### src/rtl/spi_luks.sv
// SPI master for an 8-bit serial light-sensor ADC: 16-clock read frame, sample on toMemory.
// Optional frame_err output and check logic enabled by `define SPI_LUKS_FRAME_CHECK_EN.
module spi_luks #(
  parameter int CLK_DIV = 2
) (
  input  logic       clk,
  input  logic       rst,
  input  logic       valid,
  input  logic       miso,
  output logic       sclk,
  output logic       ss,
  output logic       ready,
  output logic [7:0] toMemory
`ifdef SPI_LUKS_FRAME_CHECK_EN
  ,
  output logic       frame_err
`endif
);

  localparam int DIV_W = (CLK_DIV > 1) ? $clog2(CLK_DIV) : 1;
  localparam int GAP_W = $clog2(2 * CLK_DIV) + 1;
  localparam logic [DIV_W-1:0] DIV_LAST = DIV_W'(CLK_DIV - 1);
  localparam logic [GAP_W-1:0] GAP_LAST = GAP_W'(2 * CLK_DIV - 1);

  // Only the low frame bits that something reads are kept; the first sample is never used.
`ifdef SPI_LUKS_FRAME_CHECK_EN
  localparam int SH_W = 15;
`else
  localparam int SH_W = 12;
`endif

  typedef enum logic [1:0] {IDLE, SHIFT, DONE, GAP} state_t;

  state_t            state_q, state_d;
  logic [DIV_W-1:0]  div_q, div_d;
  logic [4:0]        half_q, half_d;
  logic [GAP_W-1:0]  gap_q, gap_d;
  logic [SH_W-1:0]   sh_q, sh_d;
  logic              sclk_q, sclk_d;
  logic              ss_q, ss_d;
  logic              ready_q, ready_d;
  logic [7:0]        data_q, data_d;
`ifdef SPI_LUKS_FRAME_CHECK_EN
  logic              err_q, err_d;
`endif

  always_comb begin
    state_d = state_q;
    div_d   = div_q;
    half_d  = half_q;
    gap_d   = gap_q;
    sh_d    = sh_q;
    sclk_d  = sclk_q;
    ss_d    = ss_q;
    ready_d = 1'b0;
    data_d  = data_q;
`ifdef SPI_LUKS_FRAME_CHECK_EN
    err_d   = err_q;
`endif
    case (state_q)
      IDLE: begin
        if (valid) begin
          state_d = SHIFT;
          ss_d    = 1'b0;
          sclk_d  = 1'b1;
          div_d   = '0;
          half_d  = '0;
        end
      end
      SHIFT: begin
        if (div_q == DIV_LAST) begin
          div_d  = '0;
          sclk_d = ~sclk_q;
          half_d = half_q + 5'd1;
          if (sclk_q) begin
            sh_d = {sh_q[SH_W-2:0], miso};
          end
          // The 32nd toggle is the final rising edge; the shift register is already complete.
          if (half_q == 5'd31) begin
            state_d = DONE;
            ss_d    = 1'b1;
            ready_d = 1'b1;
            data_d  = sh_q[11:4];
`ifdef SPI_LUKS_FRAME_CHECK_EN
            err_d   = (|sh_q[14:12]) | (|sh_q[3:0]);
`endif
          end
        end else begin
          div_d = div_q + DIV_W'(1);
        end
      end
      DONE: begin
        state_d = GAP;
        gap_d   = '0;
      end
      GAP: begin
        // A still-held request restarts here directly so frames repeat at the minimum period.
        if (gap_q == GAP_LAST) begin
          if (valid) begin
            state_d = SHIFT;
            ss_d    = 1'b0;
            sclk_d  = 1'b1;
            div_d   = '0;
            half_d  = '0;
          end else begin
            state_d = IDLE;
          end
        end else begin
          gap_d = gap_q + GAP_W'(1);
        end
      end
      default: state_d = IDLE;
    endcase
  end

  always_ff @(posedge clk) begin
    if (rst) begin
      state_q <= IDLE;
      div_q   <= '0;
      half_q  <= '0;
      gap_q   <= '0;
      sh_q    <= '0;
      sclk_q  <= 1'b1;
      ss_q    <= 1'b1;
      ready_q <= 1'b0;
      data_q  <= 8'h00;
`ifdef SPI_LUKS_FRAME_CHECK_EN
      err_q   <= 1'b0;
`endif
    end else begin
      state_q <= state_d;
      div_q   <= div_d;
      half_q  <= half_d;
      gap_q   <= gap_d;
      sh_q    <= sh_d;
      sclk_q  <= sclk_d;
      ss_q    <= ss_d;
      ready_q <= ready_d;
      data_q  <= data_d;
`ifdef SPI_LUKS_FRAME_CHECK_EN
      err_q   <= err_d;
`endif
    end
  end

  assign sclk     = sclk_q;
  assign ss       = ss_q;
  assign ready    = ready_q;
  assign toMemory = data_q;
`ifdef SPI_LUKS_FRAME_CHECK_EN
  assign frame_err = err_q;
`endif

endmodule

### config.mk
export PLATFORM = sky130hd
export DESIGN_NAME = spi_luks
export DESIGN_NICKNAME = d
export VERILOG_FILES = /design/src/rtl/spi_luks.sv
export SDC_FILE = /design/constraint.sdc
export NUM_CORES = 1
export LEC_CHECK = 0
export ABC_CLOCK_PERIOD_IN_PS = 2700
export BUFFER_PORTS_ARGS = -buffer_cell sky130_fd_sc_hd__buf_2
export CAP_MARGIN = 10
export CORE_ASPECT_RATIO = 0.8
export CORE_UTILIZATION = 61
export CTS_BUF_LIST = sky130_fd_sc_hd__clkbuf_16
export DETAILED_ROUTE_END_ITERATION = 8
export PLACE_DENSITY = 0.82
export SYNTH_ARGS = -nofsm -noshare
export SYNTH_HDL_FRONTEND = slang
export SYNTH_SLANG_ARGS = --single-unit
### constraint.sdc
create_clock -name clk -period 2.7 [get_ports clk]
set_input_delay 0.81 -clock clk [delete_from_list [all_inputs] [get_ports clk]]
set_output_delay 0.81 -clock clk [all_outputs]
set_load 0.02 [all_outputs]
# After elaboration in Yosys (flattened, before gate mapping)
# Cells that the tools add are included.
# op_classes
add_sub_neg,3
mul,0
div,0
n_lt_le_gt_ge,0
n_eq_ne,10
shifts,0
n_mux,26
n_bitwise,3
reduce_logical,11
# ops
op,n
5-bit 2-to-1 mux,3
5-bit case mux with 3 select lines,1
1-bit 2-to-1 mux,12
"2-bit inequality test, second input constant",5
1-bit case mux with 3 select lines,3
3-bit AND reduction,3
2-bit 2-to-1 mux,4
2-bit case mux with 4 select lines,1
4-bit AND reduction,2
3-bit case mux with 2 select lines,1
"5-bit by 1-bit adder with 5-bit output, second input constant",1
"5-bit == test, second input constant",1
"2-bit == test, second input constant",2
2-bit AND reduction,2
"3-bit by 1-bit adder with 3-bit output, second input constant",1
"3-bit by 2-bit == test with 1-bit output, second input constant",1
3-bit 2-to-1 mux,1
1-bit inverter,3
3-bit nonzero test,1
3-bit OR reduction,1
"2-bit by 1-bit == test with 1-bit output, second input constant",1
2-bit zero test,1
2-bit nonzero test,1
"1-bit adder, second input constant",1
# totals
register_bits,34
latch_bits,0
ramBits,0
mem_bits_ro,0
in_bits,4
output_inout_bits,11
word_cells,62
n_memories,0

# Depth between registers and ports, before layout
# Gate-level depths: netlist (run 1).
# depth
depth_word,4
depth_mapped,7
mapped_depth_nobuf,6

# Worst setup path before layout (run 1)
# OpenSTA, ideal clock, no wires.
# synth_path
kind,input to register
start,in rst
end,"reg sclk_q, in the netlist sclk"
setup_time_ps,131
arrival_time_ps,1460
t_required_ps,2569
path_slack_ps,1109
path_stages,4
path_buffers,1
path_cell_list,clkbuf_2 -> nand3b_1 -> nor3_4 -> o22ai_1
# synth_rtl
item,line,source
"start, declared",7,"input logic rst,"
"end signal, assigned",136,sclk_q <= sclk_d;
"end, declared",39,"logic sclk_q, sclk_d;"

# Worst setup path after layout (run 1)
# layout_path
start,reg gap_q[0]
end,reg half_q[3]
# layout_via
elab_chain_len,3
# layout_lines
item,line,source
"start, declared",37,"logic [GAP_W-1:0] gap_q, gap_d;"
"start signal, assigned",134,gap_q <= gap_d;
3-bit by 2-bit == test with 1-bit output,98,if (gap_q == GAP_LAST) begin
2-bit inequality test (no source line),--,
3-bit AND reduction (no source line),--,
"end signal, assigned",133,half_q <= half_d;
"end, declared",36,"logic [4:0] half_q, half_d;"
# No other way between the ends.
# A chain may end at the register's enable or synchronous reset.

==> reports/qor.yml, run 1 <==
outcome:
  status: "finished clean"
clock_tree:
  clockBufferDepth: 2
  insertion_delay_ns: 0.28
  cts_tree: "yes"
  cts_hold_buffers: 0
  post_cts_resized: 0
  cts_setup_buffers: 0
  cts_made_buffers: 5
  clk_pin_slew_ns: 0.05
  htreeDepth: 2
  clock-sinks: 34
  clockRootBuffer: "clkbuf_16"
timing:
  min_period_over_period_pct: 68.77
  finalSetupViolations: 0
  maxSlewViolCount: 0
  layout_min_cycle_time_ns: 1.857
  grt_setup_unrepaired: "false"
  setup_slack_ns: 0.8432
  max_slew_margin_pct: 49.34
  skew_ns: 0.006057
  tns_ns: 0
  hold_viol: 0
  tightest_slew_ns: 0.7583
  max_freq_ghz: 0.5386
worst_hold_path:
  hold_path_class: "flop to flop"
  hold_depth: 2
setup_path:
  slowest_stage: "nor2b_1"
  critPathArrivalTime_ns: 2.02
  worstSetupPathType: "flop to flop"
  critPathCaptureType: "flop"
  path_buf_inv: 0
  path_cells: "ha_1, ha_1, nor2b_1, nor3_4, a211o_1"
  crit_path_max_incr_delay_ns: 0.60
  reg2reg_depth: 5
  r2r_slack_ns: 0.84
  critPathTopFamily: "simple AND/OR/NAND/NOR gates"
  crit_cells: 5
  required_ns: 2.87
  cp_max_fo: 8
  start_kind: "flop"
  crit_top_cell: "ha_1"
logic_synthesis:
  synth_cells: 178
  synth.yosys.warnings: 0
  syn_nets: 191
  synth_top_area_cell: "dfxtp_1"
  netlist.area_leader.share_pct: 44.08
  ys_ff_latch: 34
  synth_area_leaders: "dfxtp_1 44%, nand2_1 10%, a21oi_1 8.4%"
  ys_types: 37
  syn_avg_cell_area_um2: 8.674
  synth_area_um2: 1544
  ys_seq_area_share_pct: 44.08
finish:
  fillers: 167
  syn_to_final_growth_pct: 14.02
  final_common_cell: "nand2_1"
  stdcell_area_um2: 1760
  final_cell_mix: "42 x nand2_1, 34 x dfxtp_1, 26 x a21oi_1"
  num_antenna_cells: 0
  layout.nets: 202
  drive_gt1_share_pct: 14.74
  multiInputGateArea_um2: 778.2
  final_util_pct: 77.52
  register_area_um2: 680.7
place:
  place_area_um2: 1598
  gp_congestion: 0.9813
  io_buffers: 14
  pre_cts_ws_ns: 0.9085
  hpwl_um: 2144
grt:
  grt_max_degree: 22
  grt_first_pass_wirelength_um: 5195
  grt_usage_pct: 27.12
  grt_pass1_vias: 1152
  grt_overflow: 0
  antenna_found_initial: 0
floorplan:
  design.core.area_um2: 2271
  die_area_um2: 2738
  start_util_pct: 67.99
  io_pins: 15
  rows: 15
  dieWidth_um: 58.25
  die_y_um: 47
detailed_routing:
  wirelength_um: 3176
  firstDrtPassIters: 4
  wl_per_cell_um: 14.18
  dr_total_vias: 1281
  drcViolationCount: 0
  postRouteAntennaNets: 0
  vias_per_cell: 5.719
  drt_iter0_drc: 79
pwr:
  power_per_cell_area_nw_per_um2: 863.7
  leakage_nw: 0.6890
  vdd_drop_max_mv: 0.7430
run:
  maxCapViolCount: 0
[routing by layer]
| layer | global-route usage (%) | vias to the layer above | part of all wire [%] |
|---|---|---|---|
| met5 | 0 | - | 0 |
| met4 | 17.14 | 0 | 2.6 |
| met3 | 7.989 | 11 | 4.8 |
| met2 | 42.99 | 41 | 44 |
| met1 | 33.39 | 587 | 49 |
| li1 | - | 642 | - |
[metrics by stage]
stage | hold slack (ns) | power, mW | std cells
2_1_floorplan | 0.4321 | 0.8535 | 178
3_3_place_gp | 0.4352 | 0.8818 | 216
3_5_place_dp | 0.4474 | 0.8994 | 216
4_1_cts | 0.4542 | 1.521 | 224
5_1_grt | 0.4685 | 1.591 | 224
6_report | 0.4525 | 1.521 | 224
[area by class of cell]
cell class,count,area share [%]
Clock buffer,5,7.107
Clock inverter,3,2.132
Inverter,5,1.066
Multi-Input combinational cell,128,44.21
Sequential cell,34,38.66
Tap cell,34,2.416
Timing Repair Buffer,15,4.407
[synth_stat cells]
library cell   n
nand2_1       42
dfxtp_1       34
a21oi_1       26
ha_1           9
nand3_1        6
inv_1          5
nand2b_1       5
nor2_1         5
buf_2          4
a31oi_1        3
buf_1          3
nand4_1        3
nor2b_1        3
a22o_1         2
and3_1         2
buf_6          2
nand3b_1       2
nand4b_1       2
o31ai_1        2
a211o_1        1
a21bo_2        1
a22oi_1        1
a2bb2oi_2      1
a311oi_2       1
a31o_1         1
a41o_1         1
and3_2         1
and3b_1        1
buf_4          1
clkbuf_2       1
mux2_4         1
mux2i_1        1
nor3_2         1
nor3_4         1
nor4_1         1
o2111ai_1      1
o22ai_1        1
[worst min-delay path, cell delays in order (launching register included)]
cell	delay [ns]
dfxtp_1	0.30
nand2_1	0.05
a21oi_1	0.05
[final timing paths]
check / from / end
max reg2reg: gap_q[0] / half_q[3]
min: sh_q[3] / sh_q[3]
max: gap_q[0] / half_q[3]
min reg2reg: sh_q[3] / sh_q[3]
[sequential cells by signal (all words and copies together) (netlist names)]
name	cells
ss	1
div_q	1
ready	1
toMemory	8
state_q	2
sclk	1
sh_q	12
gap_q	3
half_q	5
[kinds of logic after synthesis]
logic type                 share of synthesized area [%]
AOI/OAI and AO/OA                                  17.59
buffers and inverters                              5.510
DFF                                                44.08
adders and majority gates                          7.293
muxes                                              1.620
and+or+nand+nor                                    23.91
[report_power, final]
| group | internal, mW | switching, mW | total [mW] | leakage, nW |
|---|---|---|---|---|
| clock network | 0.427 | 0.194 | 0.621 | 0.0864 |
| logic | 0.119 | 0.207 | 0.326 | 0.328 |
| registers | 0.536 | 0.0371 | 0.573 | 0.275 |
| total | 1.08 | 0.438 | 1.52 | 0.689 |
Note: power is estimated with default switching activity, not from simulation.
==> inputs of run 2 (changes only) <==
==> config.mk (replaced) <==
export PLATFORM = sky130hd
export DESIGN_NAME = spi_luks
export DESIGN_NICKNAME = d
export VERILOG_FILES = /design/src/rtl/spi_luks.sv
export SDC_FILE = /design/constraint.sdc
export NUM_CORES = 1
export LEC_CHECK = 0
export ABC_AREA = 1
export ABC_CLOCK_PERIOD_IN_PS = 1500
export BUFFER_PORTS_ARGS = -buffer_cell sky130_fd_sc_hd__buf_2
export CAP_MARGIN = 10
export CORE_ASPECT_RATIO = 0.8
export CORE_UTILIZATION = 51
export CTS_BUF_LIST = sky130_fd_sc_hd__clkbuf_16
export DETAILED_ROUTE_END_ITERATION = 8
export PLACE_DENSITY = 0.73
export SYNTH_ARGS = -nofsm -noshare
export SYNTH_HDL_FRONTEND = slang
export SYNTH_SLANG_ARGS = --single-unit
==> constraint.sdc (replaced) <==
create_clock -name clk -period 1.5 [get_ports clk]
set_input_delay 0.45 -clock clk [delete_from_list [all_inputs] [get_ports clk]]
set_output_delay 0.45 -clock clk [all_outputs]
set_load 0.02 [all_outputs]
==> run 2 against run 1 <==
Die area up 15%. Sequential power grew 78%. Synthesized cell count increased by 10%. Clock skew decreased by 0.0040 ns. First-iteration DRC count is 53% higher. Total power rose by 67%. Critical path type unchanged.
==> reports/qor.yml, run 2 <==
outcome:
  status: "finished clean"
grt:
  grt_usage_pct: 22.34
  grt_pass1_vias: 1187
  grt_max_degree: 22
  grt_overflow: 0
  grt_first_pass_wirelength_um: 5299
  antenna_found_initial: 0
setup_path:
  reg2reg_depth: 10
  worstSetupStartpoint: "half_q[1]"
  slowest_stage: "dfxtp_4"
  required_ns: 1.70
  rr_startpoint: "half_q[1]"
  critPathTopFamily: "simple AND/OR/NAND/NOR gates"
  start_kind: "flop"
  path_cells: "ha_4, nand2_4, nor2_4, ha_4, inv_2, nand2_2, nand2_2, nor2_2, o21ai_1, nor2_1"
  rr_endpoint: "state_q[1]"
  crit_path_max_incr_delay_ns: 0.36
  crit_path_end: "state_q[1]"
  cp_max_fo: 3
  critPathArrivalTime_ns: 1.66
  path_buf_inv: 1
  crit_cells: 10
  critPathCaptureType: "flop"
  worstSetupPathType: "flop to flop"
  r2r_slack_ns: 0.04
pwr:
  finalPower_mw: 2.542
  swShare_pct: 30.12
  pwr-share-clk_pct: 36.0
  leakage_nw: 0.7770
  combPwrFrac_pct: 24.1
  power.internal_mw: 1.776
  power_per_cell_area_nw_per_um2: 1354
  p_sw_uw: 765.7
  seqPwrFrac_pct: 40.0
  vdd_drop_max_mv: 0.9504
floorplan:
  io_pins: 15
  start_util_pct: 53.94
  die_area_um2: 3146
  design.core.area_um2: 2765
  rows: 17
  die_y_um: 50.37
  dieWidth_um: 62.46
timing:
  skew_ns: 0.002016
  max_slew_margin_pct: 81.07
  min_period_over_period_pct: 97.43
  tightest_slew_ns: 0.2835
  whs_ns: 0.4508
  maxSlewViolCount: 0
  hold_viol: 0
  setup_slack_ns: 0.03851
  tns_ns: 0
  finalSetupViolations: 0
  max_freq_ghz: 0.6842
  layout_min_cycle_time_ns: 1.461
  grt_setup_unrepaired: "true"
place:
  pre_cts_ws_ns: -0.04712
  place_area_um2: 1619
  io_buffers: 14
  hpwl_um: 2182
  gp_congestion: 0.8739
  placedCellCount: 248
logic_synthesis:
  synthArstFlopShare_pct: 0
  syn_nets: 209
  synth-main-ff-cell: "dfxtp_1"
  ys_seq_area_share_pct: 45.64
  synth_area_leaders: "dfxtp_1 46%, nand2_1 13%, a21oi_1 8.7%"
  netlist.area_leader.share_pct: 45.64
  synth-edff-count: 0
  synth_top_area_cell: "dfxtp_1"
  yosys-top-cells-count: "52 x nand2_1, 34 x dfxtp_1, 26 x a21oi_1, 26 x nand3_1, 15 x inv_1"
  yosysMostFrequentCell: "nand2_1"
  ys_ff_latch: 34
  synth.yosys.warnings: 0
  syn_avg_cell_area_um2: 7.609
  synth_cells: 196
  synth_area_um2: 1491
  ys_types: 21
run:
  maxCapViolCount: 0
detailed_routing:
  dr_total_vias: 1350
  firstDrtPassIters: 4
  drcViolationCount: 0
  postRouteAntennaNets: 0
  wirelength_um: 3350
  drt_iter0_drc: 121
  wl_per_cell_um: 12.93
  vias_per_cell: 5.212
finish:
  final_cell_mix: "45 x nand2_1, 31 x dfxtp_1, 26 x nand3_1"
  final_util_pct: 67.87
  stdcell_area_um2: 1877
  syn_to_final_growth_pct: 25.84
  final_common_cell: "nand2_1"
  largest_reg_flops: 12
  top_register: "sh_q"
  fin_cells: 259
  layout.nets: 235
  drive_gt1_share_pct: 27.15
  num_antenna_cells: 0
worst_hold_path:
  hold_path_class: "input port to flop"
clock_tree:
  insertion_delay_ns: 0.27
  cts_tree: "yes"
  clockRootBuffer: "clkbuf_16"
  clockBufferDepth: 2
  htreeDepth: 2
  clk_pin_slew_ns: 0.05
  clock-sinks: 34
  cts_made_buffers: 5
  cts_hold_buffers: 0
[run 2: area by class of cell]
class	count	area, um2
fill	231	888.4
multi-input combinational	135	770.7
sequential	34	686.9
timing repair buffer	27	171.4
clock buffer	5	125.1
inverter	19	71.32
tap	38	47.55
clock inverter	1	3.754
[run 2: logic make-up (layout without fill, tap and decap cells)]
family	Yosys count	count (layout)	synth area share (%)
compound gates	35	35	11.83
xor+xnor	1	1	0.5874
fa+ha+maj	9	9	7.550
buf+inv	27	52	8.137
flops	34	34	45.64
simple gates	90	90	26.26
[run 2: power by group through the flow]
stage	logic, mW	registers [mW]	clock network (mW)
after floorplan	0.369	1.04	0
after global placement	0.500	1.02	0
after detailed placement	0.515	1.03	0
after CTS	0.551	1.01	0.924
after global routing	0.677	1.02	0.977
final	0.611	1.02	0.914
[run 2: worst min path at each step]
stage               startpoint    endpoint  slack, ns  cells past startpoint
global route               rst  state_q[0]       0.45                      2
finish                     rst    gap_q[2]       0.45                      2
detailed placement          ss          ss       0.45                      2
global placement            ss          ss       0.44                      2
floorplan             gap_q[0]    gap_q[0]       0.43                      1
CTS                        rst    gap_q[2]       0.45                      2
[run 2: what timing repair did]
| action | in CTS | in global routing |
|---|---|---|
| endpoints found under the hold margin | 0 | 0 |
| resized for setup | 8 | 21 |
| pin swaps | 1 | 8 |
| endpoints found under the setup margin | 3 | 33 |
| buffers inserted | 0 | 5 |
[run 2: layer usage]
metal / GRT usage, % / vias to the layer above / part of all wire, %
met4: 10.47 / 0 / 0.93
met3: 6.136 / 4 / 5.2
met2: 33.70 / 33 / 47
met5: 0 / - / 0
met1: 29.69 / 626 / 47
li1: - / 687 / -
==> inputs of run 3 (changes only) <==
--- a/config.mk
+++ b/config.mk
@@ -13,7 +13,9 @@
 export CORE_UTILIZATION = 51
 export CTS_BUF_LIST = sky130_fd_sc_hd__clkbuf_16
 export DETAILED_ROUTE_END_ITERATION = 8
-export PLACE_DENSITY = 0.73
+export PLACE_DENSITY = 0.71
+export RECOVER_POWER = 50
+export SKIP_LAST_GASP = 1
 export SYNTH_ARGS = -nofsm -noshare
 export SYNTH_HDL_FRONTEND = slang
 export SYNTH_SLANG_ARGS = --single-unit
==> run 3 against run 2 <==
First-iteration DRC count shrank 45%. Via count rose by 0.74%. Sequential power is essentially flat. Maximum frequency is 2.6% higher.
==> reports/qor.yml, run 3 (synthesis gave the netlist of run 2 again) <==
outcome:
  status: "finished clean"
grt:
  grt_pass1_vias: 1160
  grt_usage_pct: 22.61
  grt_first_pass_wirelength_um: 5292
  grt_max_degree: 22
  antenna_found_initial: 0
  grt_overflow: 0
timing:
  whs_ns: 0.4350
  hold_viol: 0
  setup_slack_ns: 0.07620
  max_slew_margin_pct: 83.26
  layout_min_cycle_time_ns: 1.424
  max_freq_ghz: 0.7023
  grt_setup_unrepaired: "true"
  skew_ns: 0.003666
  maxSlewViolCount: 0
  finalSetupViolations: 0
  min_period_over_period_pct: 94.92
  tightest_slew_ns: 0.2522
setup_path:
  start_kind: "flop"
  worstSetupPathType: "flop to flop"
  required_ns: 1.70
  reg2reg_depth: 10
  rr_endpoint: "state_q[0]"
  crit_path_max_incr_delay_ns: 0.35
  crit_path_end: "state_q[0]"
  rr_startpoint: "half_q[1]"
  cp_max_fo: 3
  critPathCaptureType: "flop"
  worstSetupStartpoint: "half_q[1]"
  path_cells: "ha_4, nand2_2, nor2_4, ha_4, inv_1, nand2_2, nand2_4, nor2_4, nand2_1, a21oi_2"
  critPathArrivalTime_ns: 1.63
  slowest_stage: "dfxtp_2"
  r2r_slack_ns: 0.08
pwr:
  leakage_nw: 0.7079
  vdd_drop_max_mv: 0.7957
  finalPower_mw: 2.609
  power_per_cell_area_nw_per_um2: 1410
clock_tree:
  cts_tree: "yes"
  clock-sinks: 34
  clk_pin_slew_ns: 0.05
  clockRootBuffer: "clkbuf_16"
  htreeDepth: 2
  insertion_delay_ns: 0.27
  cts_made_buffers: 5
  clockBufferDepth: 2
detailed_routing:
  drcViolationCount: 0
  vias_per_cell: 5.313
  wl_per_cell_um: 13.19
  wirelength_um: 3377
  firstDrtPassIters: 4
  drt_iter0_drc: 67
  dr_total_vias: 1360
  postRouteAntennaNets: 0
finish:
  layout.nets: 231
  top_register: "sh_q"
  fin_cells: 256
  syn_to_final_growth_pct: 24.08
  fillers: 246
  num_antenna_cells: 0
  drive_gt1_share_pct: 21.56
  largest_reg_flops: 12
  final_cell_mix: "45 x nand2_1, 31 x dfxtp_1, 26 x nand3_1"
  final_common_cell: "nand2_1"
place:
  placedCellCount: 247
  io_buffers: 14
  gp_congestion: 0.8840
  pre_cts_ws_ns: -0.1274
  hpwl_um: 2261
worst_hold_path:
  hold_path_class: "input port to flop"
floorplan:
  die_area_um2: 3146
  io_pins: 15
  dieWidth_um: 62.46
  design.core.area_um2: 2765
  start_util_pct: 53.94
  rows: 17
  die_y_um: 50.37
run:
  maxCapViolCount: 0
## run 3: changes by cell type in the layout (fill, tap and decap cells not counted), sizes merged
cell / delta
buf: -15
clkbuf: +11
clkinv: +1
## run 3: final cells by class
type / instances / area [um2] / area share, %
Clock buffer: 5 / 125.1 / 6.761
Clock inverter: 2 / 10.01 / 0.5409
Inverter: 19 / 71.32 / 3.854
Multi-Input combinational cell: 135 / 784.5 / 42.39
Sequential cell: 34 / 684.4 / 36.98
Tap cell: 38 / 47.55 / 2.569
Timing Repair Buffer: 23 / 127.6 / 6.897
## run 3: critical path: cells and delay by family, from the launching register on
family	cells	cell delay [ns]
AND/OR/NAND/NOR	6	0.53
adder cells (fa/ha/maj)	2	0.29
flip-flops	1	0.35
AO/OA/AOI/OAI	1	0.13
buffers and inverters	1	0.06
## run 3: how the worst min path moves through the flow
stage | start | end | slack [ns] | depth (start not counted)
floorplan | gap_q[0] | gap_q[0] | 0.43 | 1
global placement | ss | ss | 0.44 | 2
detailed placement | ss | ss | 0.44 | 2
CTS | miso | sh_q[0] | 0.45 | 3
global route | rst | state_q[0] | 0.45 | 2
finish | rst | state_q[0] | 0.44 | 2
## run 3: power breakdown
group	total (mW)	switching, mW	internal [mW]
clock network	0.939	0.342	0.597
logic	0.645	0.418	0.227
registers	1.02	0.0602	0.964
total	2.61	0.820	1.79
## run 3: routing by layer
layer | global-route usage, % | vias up | wire, um
li1 | - | 681 | -
met1 | 28.47 | 630 | 1519
met2 | 34.60 | 42 | 1605
met3 | 9.545 | 7 | 201
met4 | 8.140 | 0 | 51
met5 | 0 | - | 0
## run 3: metrics by stage
stage	cell area [um2]	utilization [%]	setup TNS (ns)
final	1851	66.92	0
after global routing	1851	66.92	-0.06798
after CTS	1787	64.62	-0.02960
after detailed placement	1612	58.28	-0.2315
after global placement	1612	58.28	-0.04553
after floorplan	1491	-	0
## run 3: what timing repair did
action / CTS / global route
resized for setup: 11 / 19
buffers inserted: 1 / 1
pin swaps: 3 / 2
endpoints found under the setup margin: 11 / 31
hold buffers: 0 / 0
